===== src/rtl/vreg_pkg.sv =====
// rtl/vreg_pkg.sv - shared sizes and types for the vector register file
package vreg_pkg;

    localparam int VREG_COUNT = 8;
    localparam int VREG_IDX_W = 3;
    localparam int DEF_LANES  = 4;
    localparam int DEF_DATA_W = 8;

    typedef logic [VREG_IDX_W-1:0] vreg_idx_t;
    typedef logic [DEF_DATA_W-1:0] lane_t;
    typedef lane_t [DEF_LANES-1:0] vec_t;

endpackage


===== src/rtl/vreg_scoreboard.sv =====
// rtl/vreg_scoreboard.sv - per-register busy bits and RAW/WAW issue stall
module vreg_scoreboard
    import vreg_pkg::*;
(
    input  logic                  clk,
    input  logic                  rst_n,
    input  logic                  bypass_en,
    input  logic                  issue_valid,
    input  logic                  rs1_en,
    input  logic [VREG_IDX_W-1:0] rs1_idx,
    input  logic                  rs2_en,
    input  logic [VREG_IDX_W-1:0] rs2_idx,
    input  logic                  rd_en,
    input  logic [VREG_IDX_W-1:0] rd_idx,
    input  logic                  wb_en,
    input  logic [VREG_IDX_W-1:0] wb_idx,
    output logic                  stall,
    output logic [VREG_COUNT-1:0] busy_vec
);

    logic [VREG_COUNT-1:0] busy;
    logic [VREG_COUNT-1:0] busy_nxt;
    logic [VREG_COUNT-1:0] hz;

    // A write-back landing this cycle only hides the hazard when it is forwarded.
    always_comb begin
        hz = '0;
        for (int i = 0; i < VREG_COUNT; i++) begin
            hz[i] = busy[i] & ~(bypass_en & wb_en & (wb_idx == vreg_idx_t'(i)));
        end
    end

    assign stall = issue_valid & ((rs1_en & hz[rs1_idx]) |
                                  (rs2_en & hz[rs2_idx]) |
                                  (rd_en  & hz[rd_idx]));

    // Set is applied after clear: a newly issued producer owns the register.
    always_comb begin
        busy_nxt = busy;
        if (wb_en) begin
            busy_nxt[wb_idx] = 1'b0;
        end
        if (issue_valid && !stall && rd_en) begin
            busy_nxt[rd_idx] = 1'b1;
        end
    end

    always_ff @(posedge clk) begin
        if (!rst_n) begin
            busy <= '0;
        end else begin
            busy <= busy_nxt;
        end
    end

    assign busy_vec = busy;

endmodule


===== src/rtl/vectorial_reg_file.sv =====
// rtl/vectorial_reg_file.sv - 8-entry vector register file, 2R/1W lane-masked, busy scoreboard; VREG_BYPASS_EN enables write-back forwarding
module vectorial_reg_file
    import vreg_pkg::*;
#(
    parameter int LANES  = DEF_LANES,
    parameter int DATA_W = DEF_DATA_W
) (
    input  logic                    clk,
    input  logic                    rst_n,
    input  logic                    issue_valid,
    input  logic                    rs1_en,
    input  logic [2:0]              rs1_idx,
    input  logic                    rs2_en,
    input  logic [2:0]              rs2_idx,
    input  logic                    rd_en,
    input  logic [2:0]              rd_idx,
    input  logic                    wb_en,
    input  logic [2:0]              wb_idx,
    input  logic [LANES-1:0]        wb_mask,
    input  logic [LANES*DATA_W-1:0] wb_data,
    output logic [LANES*DATA_W-1:0] rd1_data,
    output logic [LANES*DATA_W-1:0] rd2_data,
    output logic                    stall,
    output logic [7:0]              busy_vec
);

`ifdef VREG_BYPASS_EN
    localparam logic BYPASS = 1'b1;
`else
    localparam logic BYPASS = 1'b0;
`endif

    logic [LANES*DATA_W-1:0] regs [VREG_COUNT];

    always_ff @(posedge clk) begin
        if (!rst_n) begin
            for (int r = 0; r < VREG_COUNT; r++) begin
                regs[r] <= '0;
            end
        end else if (wb_en) begin
            for (int l = 0; l < LANES; l++) begin
                if (wb_mask[l]) begin
                    regs[wb_idx][l*DATA_W +: DATA_W] <= wb_data[l*DATA_W +: DATA_W];
                end
            end
        end
    end

    // Reads are gated by rst_n so they show zero even before the first reset edge.
    always_comb begin
        rd1_data = '0;
        rd2_data = '0;
        for (int l = 0; l < LANES; l++) begin
            if (rst_n && rs1_en) begin
                if (BYPASS && wb_en && wb_idx == rs1_idx && wb_mask[l]) begin
                    rd1_data[l*DATA_W +: DATA_W] = wb_data[l*DATA_W +: DATA_W];
                end else begin
                    rd1_data[l*DATA_W +: DATA_W] = regs[rs1_idx][l*DATA_W +: DATA_W];
                end
            end
            if (rst_n && rs2_en) begin
                if (BYPASS && wb_en && wb_idx == rs2_idx && wb_mask[l]) begin
                    rd2_data[l*DATA_W +: DATA_W] = wb_data[l*DATA_W +: DATA_W];
                end else begin
                    rd2_data[l*DATA_W +: DATA_W] = regs[rs2_idx][l*DATA_W +: DATA_W];
                end
            end
        end
    end

    vreg_scoreboard u_scoreboard (
        .clk         (clk),
        .rst_n       (rst_n),
        .bypass_en   (BYPASS),
        .issue_valid (issue_valid),
        .rs1_en      (rs1_en),
        .rs1_idx     (rs1_idx),
        .rs2_en      (rs2_en),
        .rs2_idx     (rs2_idx),
        .rd_en       (rd_en),
        .rd_idx      (rd_idx),
        .wb_en       (wb_en),
        .wb_idx      (wb_idx),
        .stall       (stall),
        .busy_vec    (busy_vec)
    );

endmodule


===== config.mk =====
export PLATFORM = sky130hd
export DESIGN_NAME = vectorial_reg_file
export DESIGN_NICKNAME = d
export VERILOG_FILES = /design/src/rtl/vreg_pkg.sv /design/src/rtl/vreg_scoreboard.sv /design/src/rtl/vectorial_reg_file.sv
export SDC_FILE = /design/constraint.sdc
export NUM_CORES = 1
export LEC_CHECK = 0
export CAP_MARGIN = 20
export CORE_ASPECT_RATIO = 0.75
export CORE_MARGIN = 4
export CORE_UTILIZATION = 55
export DETAILED_ROUTE_END_ITERATION = 16
export PLACE_DENSITY = 0.82
export SLEW_MARGIN = 20
export SYNTH_ARGS = -nofsm -noshare
export SYNTH_HDL_FRONTEND = slang
export SYNTH_SLANG_ARGS = --single-unit

===== constraint.sdc =====
create_clock -name clk -period 2.19 [get_ports clk]
set_input_delay 0.3285 -clock clk [delete_from_list [all_inputs] [get_ports clk]]
set_output_delay 0.3285 -clock clk [all_outputs]
set_load 0.03 [all_outputs]

==> results of run 1 <==
==> metal layers <==
layer  vias to the layer above  track usage, %  share of wire (%)
li1                       4127               -                  -
met1                      4617            37.7                 39
met2                       517            41.5                 47
met3                        80            7.27                 12
met4                        10            7.06                3.0
met5                         -               0               0.18
==> final cells by class <==
type,count,share of cell area (%)
clock buffers,39,4.36
clock inverters,7,0.603
repair buffers,228,11.6
well taps,338,2.43
multi-input cells,644,35.9
diodes,1,0.0144
inverters,5,0.108
flip-flops and latches,264,45.0
==> sequential cells by signal, summed over array words and instances (netlist names) <==
signal and flops:
u_scoreboard.busy_vec 8, regs 256
==> logic make-up (layout without fill, tap and decap cells) <==
group	count (synthesis)	in the layout	synth area share [%]
simple gates	387	387	15.1
flops	264	264	54.8
mux	200	200	25.4
buf+inv	67	279	2.12
compound gates	57	57	2.58
other cells	0	1	0
==> synthesized netlist by cell type, types with 2 or more instances <==
master      n
mux4_2    129
mux2i_1    64
o211ai_1    8
nand3_1     8
mux2_2      2
dfxtp_1     8
buf_2      18
nand4b_1    2
buf_1       6
nand3b_1    5
nand4_1     2
nor2_1    100
o41ai_1     5
and2_1    256
clkbuf_1   32
o21ai_1    32
o31ai_1     5
mux2_1      4
buf_6       2
nand2_1     8
inv_1       5
buf_4       4
o22ai_2     2
edfxtp_1  256
==> tightest hold or removal path: stages <==
cell and delay, ps:
buf_2 200, o21ai_1 120, buf_4 190
==> per-stage QoR <==
step / power (W) / instance area (sq um) / hold WS (ps) / worst slack, ps
finish: 0.0123 / 17400 / 453 / -231
global route: 0.0127 / 17400 / 468 / -280
CTS: 0.0123 / 17400 / 426 / -230
detailed placement: 0.00781 / 16500 / 641 / -26.0
global placement: 0.00776 / 16500 / 618 / 4.99
floorplan: 0.00707 / 14300 / 527 / 147
==> worst paths after layout <==
path	depth (start not counted)	startpoint	slack, ps	to
max	5	u_scoreboard.busy_vec[7]	-230	stall
min	3	rst_n	450	regs[1][29]
max reg2reg	7	u_scoreboard.busy_vec[3]	300	u_scoreboard.busy_vec[6]
min reg2reg	2	u_scoreboard.busy_vec[2]	680	u_scoreboard.busy_vec[2]
==> power breakdown <==
part | switching (W) | leakage [nW] | total, W | internal, W
clock | 0.00181 | 0.420 | 0.00454 | 0.00273
sequential | 0.000143 | 2.51 | 0.00596 | 0.00582
combinational | 0.000935 | 3.43 | 0.00180 | 0.000867
total | 0.00289 | 6.36 | 0.0123 | 0.00942
==> repair_timing <==
item | in CTS | in global routing
setup buffers | 0 | 1
gates resized for setup | 16 | 10
pin swaps | 0 | 8
endpoints found under the setup margin | 15 | 50
cloned | 0 | 0
==> run metrics, run 1 <==
I/O pins=128; initial antenna violation count=6; worst path bufs/invs=1; Final setup viols=7; HPWL Detailed=26,000 um; Startpoint Class=flip-flop; largest delay contributor family on the critical path=compound AO/OA/AOI/OAI gates; number of global-route vias before repair=9,812; Worst EP required=1860 ps; worst vdd ir=0.000524 V; clk_skew=2.45 ps; first-pass GRT wire length=58,000 um; run status=finished, violations left; Fin Setup TNS=-373 ps; Clock Path Buffers=3; RSZ-0062 raised after global routing=true; max-slew violations=0; residual DRC count=0; IO buf count=127; Main synth FF type=edfxtp_1; drt first pass iters=5; total routed wirelength=38,100 um; fin crit share=111%; Reg clk slew, reported paths=60 ps; pin count of the biggest net entering global routing=43; Routed WL per cell=25.0 um; unique cell type count in the Yosys netlist=36; DRT iter0 DRCs=1,214; post-synth top area cell=edfxtp_1; critical path fanouts, max=3; share of layout cells above drive strength 1=30.7%; cts bufs inserted=26; CTS tree=built; Chip Width=194 um; Final Wtd Congestion=0.909; multi-input combinational cell area=6260 sq um; worst path arrival time=2090 ps; total gr overflow=0; clk_lat worst skew=530 ps; hold_buf cts=0; GRT Util Overall=26.6%; die height=148 um; max-cap violations=0; cells along the critical path=mux4_2, o22ai_2, o22ai_2, o31a_1, buf_6; Ys Warns=0; setup ws final=-231 ps; Worst setup EP type=primary output; failing checks=negative setup slack; crit path kind=flip-flop to primary output; H-tree level count=1; P&R area growth vs syn=21.8%; slew of the pin with the lowest slew margin=750 ps; initial core utilization=56.6%; EDFF count, synth=256; crit path time final=2420 ps; crit-path most repeated cell=o22ai_2; Avg Vias per Cell=6.13; flops & latches, synth=264; num rows=50; die area=28,700 sq um; Synth Net Count=1,030; Root Driver=clkbuf_16; crit-path max cell delay=480 ps; Area contributors post-synth=edfxtp_1 54%, mux4_2 20%, and2_1 11%; Leakage=6.36 nW; final cell count without fillers=1,526; sequential cell area=7850 sq um; Sink Count=264; DP Cell Count=1,478; # nets final=1,224; power density over the cells=706 nW/um^2; most frequent cells in the layout=256 x and2_1, 256 x edfxtp_1, 153 x buf_4; Peak Freq=413 MHz; Fillers=1,713; Synth Instances=975; Post-DRT Antenna Nets=0; CP max stage cell=mux4_2; Yosys top cell area share=53.7%; Hold Fails Final Rpt=0; post-synthesis async set-or-reset flop share=0%; syn avg cell area=14.7 sq um; via count=9,351; Max transition margin=49.8%; core box area=25,300 sq um; Tightest Hold Check Type=input port to flip-flop; cell area after synthesis=14,300 sq um; register area share after synthesis=54.8%; Final Core Density=69.0%
No activity file was read; power rests on OpenSTA's default activity.
==> run 2, diff against run 1 <==
Settings changed: ABC_AREA set to 1.
==> run 2 against run 1 <==
Compared with the run above:
- the run now ends clean
- sequential power is essentially flat
- synthesized area shrank 0.35%
- sequential share of layout area shrank 0.98 points
- via count grew 43%
- flip-flop and latch count is the same
- utilization grew 1.8 points
- setup slack gained 270 ps
- count of clock-buffer cells in the layout shrank 4
- critical path depth grew 2
- critical path type is now input port to primary output
==> run metrics, run 2 <==
Final Wtd Congestion=0.914 (was 0.909); pin count of the biggest net entering global routing=76 (was 43); Tightest Hold Check Type=input port to flip-flop (unchanged); hold_buf cts=0 (unchanged); Sequential Power Share=49.3% (was 48.5%); Hold Fails Final Rpt=0 (unchanged); initial core utilization=56.6% (about the same); Post-DRT Antenna Nets=0 (unchanged); Avg Vias per Cell=6.07 (was 6.13); crit-path max cell delay=500 ps (was 480 ps); die area=28,600 sq um (was 28,700 sq um); Fin Setup TNS=0 ps (was -373 ps); fin crit share=98.0% (was 111%); power density over the cells=676 nW/um^2 (was 706 nW/um^2); EDFF count, synth=256 (unchanged); Synth Instances=1,664 (was 975); flops & latches, synth=264 (unchanged); I/O pins=128 (unchanged); list of most frequent post-synthesis cells=322 x nor2_1, 294 x o21ai_0, 256 x edfxtp_1 (was 256 x and2_1, 256 x edfxtp_1, 129 x mux4_2); critical path fanouts, max=16 (was 3); number of global-route vias before repair=12,787 (was 9,812); num rows=50 (unchanged); Reg clk slew, reported paths=60 ps (about the same); Net Sw Frac=26.3% (was 23.5%); total routed wirelength=43,200 um (was 38,100 um); slew of the pin with the lowest slew margin=430 ps (was 750 ps); Worst setup EP type=primary output (unchanged); Final setup viols=0 (was 7); final cell count without fillers=2,207 (was 1,526); H-tree level count=1 (unchanged); reg2reg start=u_scoreboard.busy_vec[0] (was u_scoreboard.busy_vec[3]); largest delay contributor family on the critical path=buffers and inverters (was compound AO/OA/AOI/OAI gates); Comb pwr share=15.9% (was 14.6%); DP Cell Count=2,161 (was 1,478); Ys Warns=0 (unchanged); Peak Freq=466 MHz (was 413 MHz); worst path arrival time=1820 ps (was 2090 ps); crit path time final=2150 ps (was 2420 ps); most frequent cells in the layout=322 x nor2_1, 256 x edfxtp_1, 254 x o21ai_0 (was 256 x and2_1, 256 x edfxtp_1, 153 x buf_4); max-cap violations=0 (unchanged); Largest Register=regs (unchanged); run status=completed (was finished, violations left); P&R area growth vs syn=25.1% (was 21.8%); post-synthesis async set-or-reset flop share=0% (unchanged); via count=13,393 (was 9,351); Fillers=1,817 (was 1,713); register area share after synthesis=55.0% (was 54.8%); Startpoint Class=input port (was flip-flop); placed inst area=16,900 sq um (was 16,500 sq um); Chip Width=194 um (about the same); cells along the critical path=clkdlybuf4s50_1, inv_2, buf_4, o21ai_1, a31oi_1, buf_4, buf_12 (was mux4_2, o22ai_2, o22ai_2, o31a_1, buf_6); Root Driver=clkbuf_16 (unchanged); clk_skew=3.59 ps (was 2.45 ps); Max transition margin=71.3% (was 49.8%); Routed WL per cell=19.6 um (was 25.0 um); drt first pass iters=6 (was 5); core box area=25,200 sq um (was 25,300 sq um); crit path kind=input port to primary output (was flip-flop to primary output); RSZ-0062 raised after global routing=true (unchanged); R2R cell count=10 (was 7); max-slew violations=0 (unchanged); GRT Util Overall=28.7% (was 26.6%); unique cell type count in the Yosys netlist=21 (was 36); Leakage=7.06 nW (was 6.36 nW); Worst EP required=1860 ps (about the same); Clock Path Buffers=3 (unchanged); total gr overflow=0 (unchanged); worst hold slack=400 ps (was 453 ps); share of layout cells above drive strength 1=16.8% (was 30.7%); Yosys top cell area share=53.9% (was 53.7%); hold path startpoint=rd_idx[0] (was rst_n); DRT iter0 DRCs=1,949 (was 1,214); CTS tree=built (unchanged); cts bufs inserted=26 (unchanged); Hold EP=u_scoreboard.busy_vec[4] (was regs[1][29]); cell area after synthesis=14,300 sq um (about the same); post-synth top area cell=edfxtp_1 (unchanged); end of the worst register-to-register path=u_scoreboard.busy_vec[5] (was u_scoreboard.busy_vec[6]); CP max stage cell=clkdlybuf4s50_1 (was mux4_2); first-pass GRT wire length=66,800 um (was 58,000 um); Synth Net Count=1,719 (was 1,030); Post-Layout Inst Area=17,800 sq um (was 17,400 sq um); r2r setup slk=780 ps (was 300 ps); IO buf count=127 (unchanged); Main synth FF type=edfxtp_1 (unchanged); syn avg cell area=8.57 sq um (was 14.7 sq um); die height=147 um (was 148 um); Net Switching=0.00317 W (was 0.00289 W); residual DRC count=0 (unchanged); P_int=0.00889 W (was 0.00942 W); clk_lat worst skew=530 ps (about the same); max reg flops=256 (unchanged); Sink Count=264 (unchanged); Area contributors post-synth=edfxtp_1 54%, o21ai_0 10%, nor2_1 8.5% (was edfxtp_1 54%, mux4_2 20%, and2_1 11%); # nets final=1,905 (was 1,224); Clk pwr share=34.8% (was 36.9%); crit-path most repeated cell=buf_4 (was o22ai_2); Hold Path Depth=4 (was 3); count leader, synth=nor2_1; HPWL Detailed=30,100 um (was 26,000 um); commonest non-fill, non-tap cell in the layout=nor2_1; total power draw=0.0121 W (was 0.0123 W); worst path bufs/invs=5 (was 1); worst vdd ir=0.000599 V (was 0.000524 V); initial antenna violation count=2 (was 6)
run 2: cell count changes after synthesis, sizes merged, moves of 63 or more:
cell,delta
inv,+152
a21oi,+135
and2,-256
nand2,+174
mux2i,-64
a31oi,+63
nor2,+226
o21ai,+292
mux4,-130
run 2: worst max path at each step:
stage           startpoint      endpoint  slack, ps  cells after the start
5_1_grt        regs[5][11]  rd1_data[11]        -20                      8
6_report        rs1_idx[2]  rd1_data[10]         40                      7
2_1_floorplan   rs1_idx[0]   rd1_data[1]        200                      8
3_3_place_gp         rst_n  rd1_data[10]        -40                      8
4_1_cts          rd_idx[0]         stall          4                     12
3_5_place_dp         rst_n   rd2_data[6]        -50                      7
run 2: logic make-up (layout without fill, tap and decap cells):
group	Yosys count	after routing	share of synthesized area [%]
AO/OA/AOI/OAI	588	588	22.3
AND/OR/NAND/NOR	544	544	15.3
flip-flops	264	264	55.0
buffers and inverters	268	471	7.43
other	0	2	0
run 2: layout make-up:
type / count / area [sq um] / area share [%]
Timing Repair Buffer: 268 / 2750 / 15.4
Clock inverter: 10 / 71.3 / 0.400
Inverter: 158 / 593 / 3.32
Sequential cell: 264 / 7860 / 44.1
Antenna cell: 2 / 5.00 / 0.0281
Tap cell: 338 / 423 / 2.37
Multi-Input combinational cell: 1132 / 5440 / 30.5
Clock buffer: 35 / 706 / 3.96
run 2: repair_timing:
| action | in CTS | in global routing |
|---|---|---|
| pin swaps | 0 | 7 |
| endpoints found under the setup margin | 11 | 29 |
| buffers inserted | 0 | 0 |
| hold endpoints to repair | 0 | 0 |
| resized for setup | 5 | 78 |
run 2: layer usage:
metal  GRT usage, %  up-vias  share of wire [%]
met5              0        -                  0
met4           9.17        0                3.2
met3           5.47      115                 11
met2           46.9      891                 47
met1           39.4     6219                 38
li1               -     6168                  -
run 2: worst min-delay path, delay by kind of cell:
| kind | cells | cell delay, ps |
|---|---|---|
| compound gates | 1 | 50 |
| buf+inv | 1 | 340 |
| simple gates | 2 | 170 |
run 2: power by group through the flow:
stage	combinational [W]	sequential (W)	clock (W)
final	0.00191	0.00594	0.00420
after global routing	0.00205	0.00597	0.00446
after CTS	0.00185	0.00594	0.00423
after detailed placement	0.00183	0.00604	0
after global placement	0.00178	0.00603	0
after floorplan	0.00101	0.00600	0
run 2: metrics by stage:
stage / setup WS [ps] / util [%]
floorplan: 198 / -
global placement: -43.6 / 67.2
detailed placement: -53.2 / 67.2
CTS: 3.87 / 70.3
global route: -22.9 / 70.8
finish: 43.9 / 70.8
==> run 3, diff against run 2 <==
Settings changed: TNS_END_PERCENT set to 100.
==> results of run 3 <==
Final layout, timing and power as in run 2 (identical DEF).
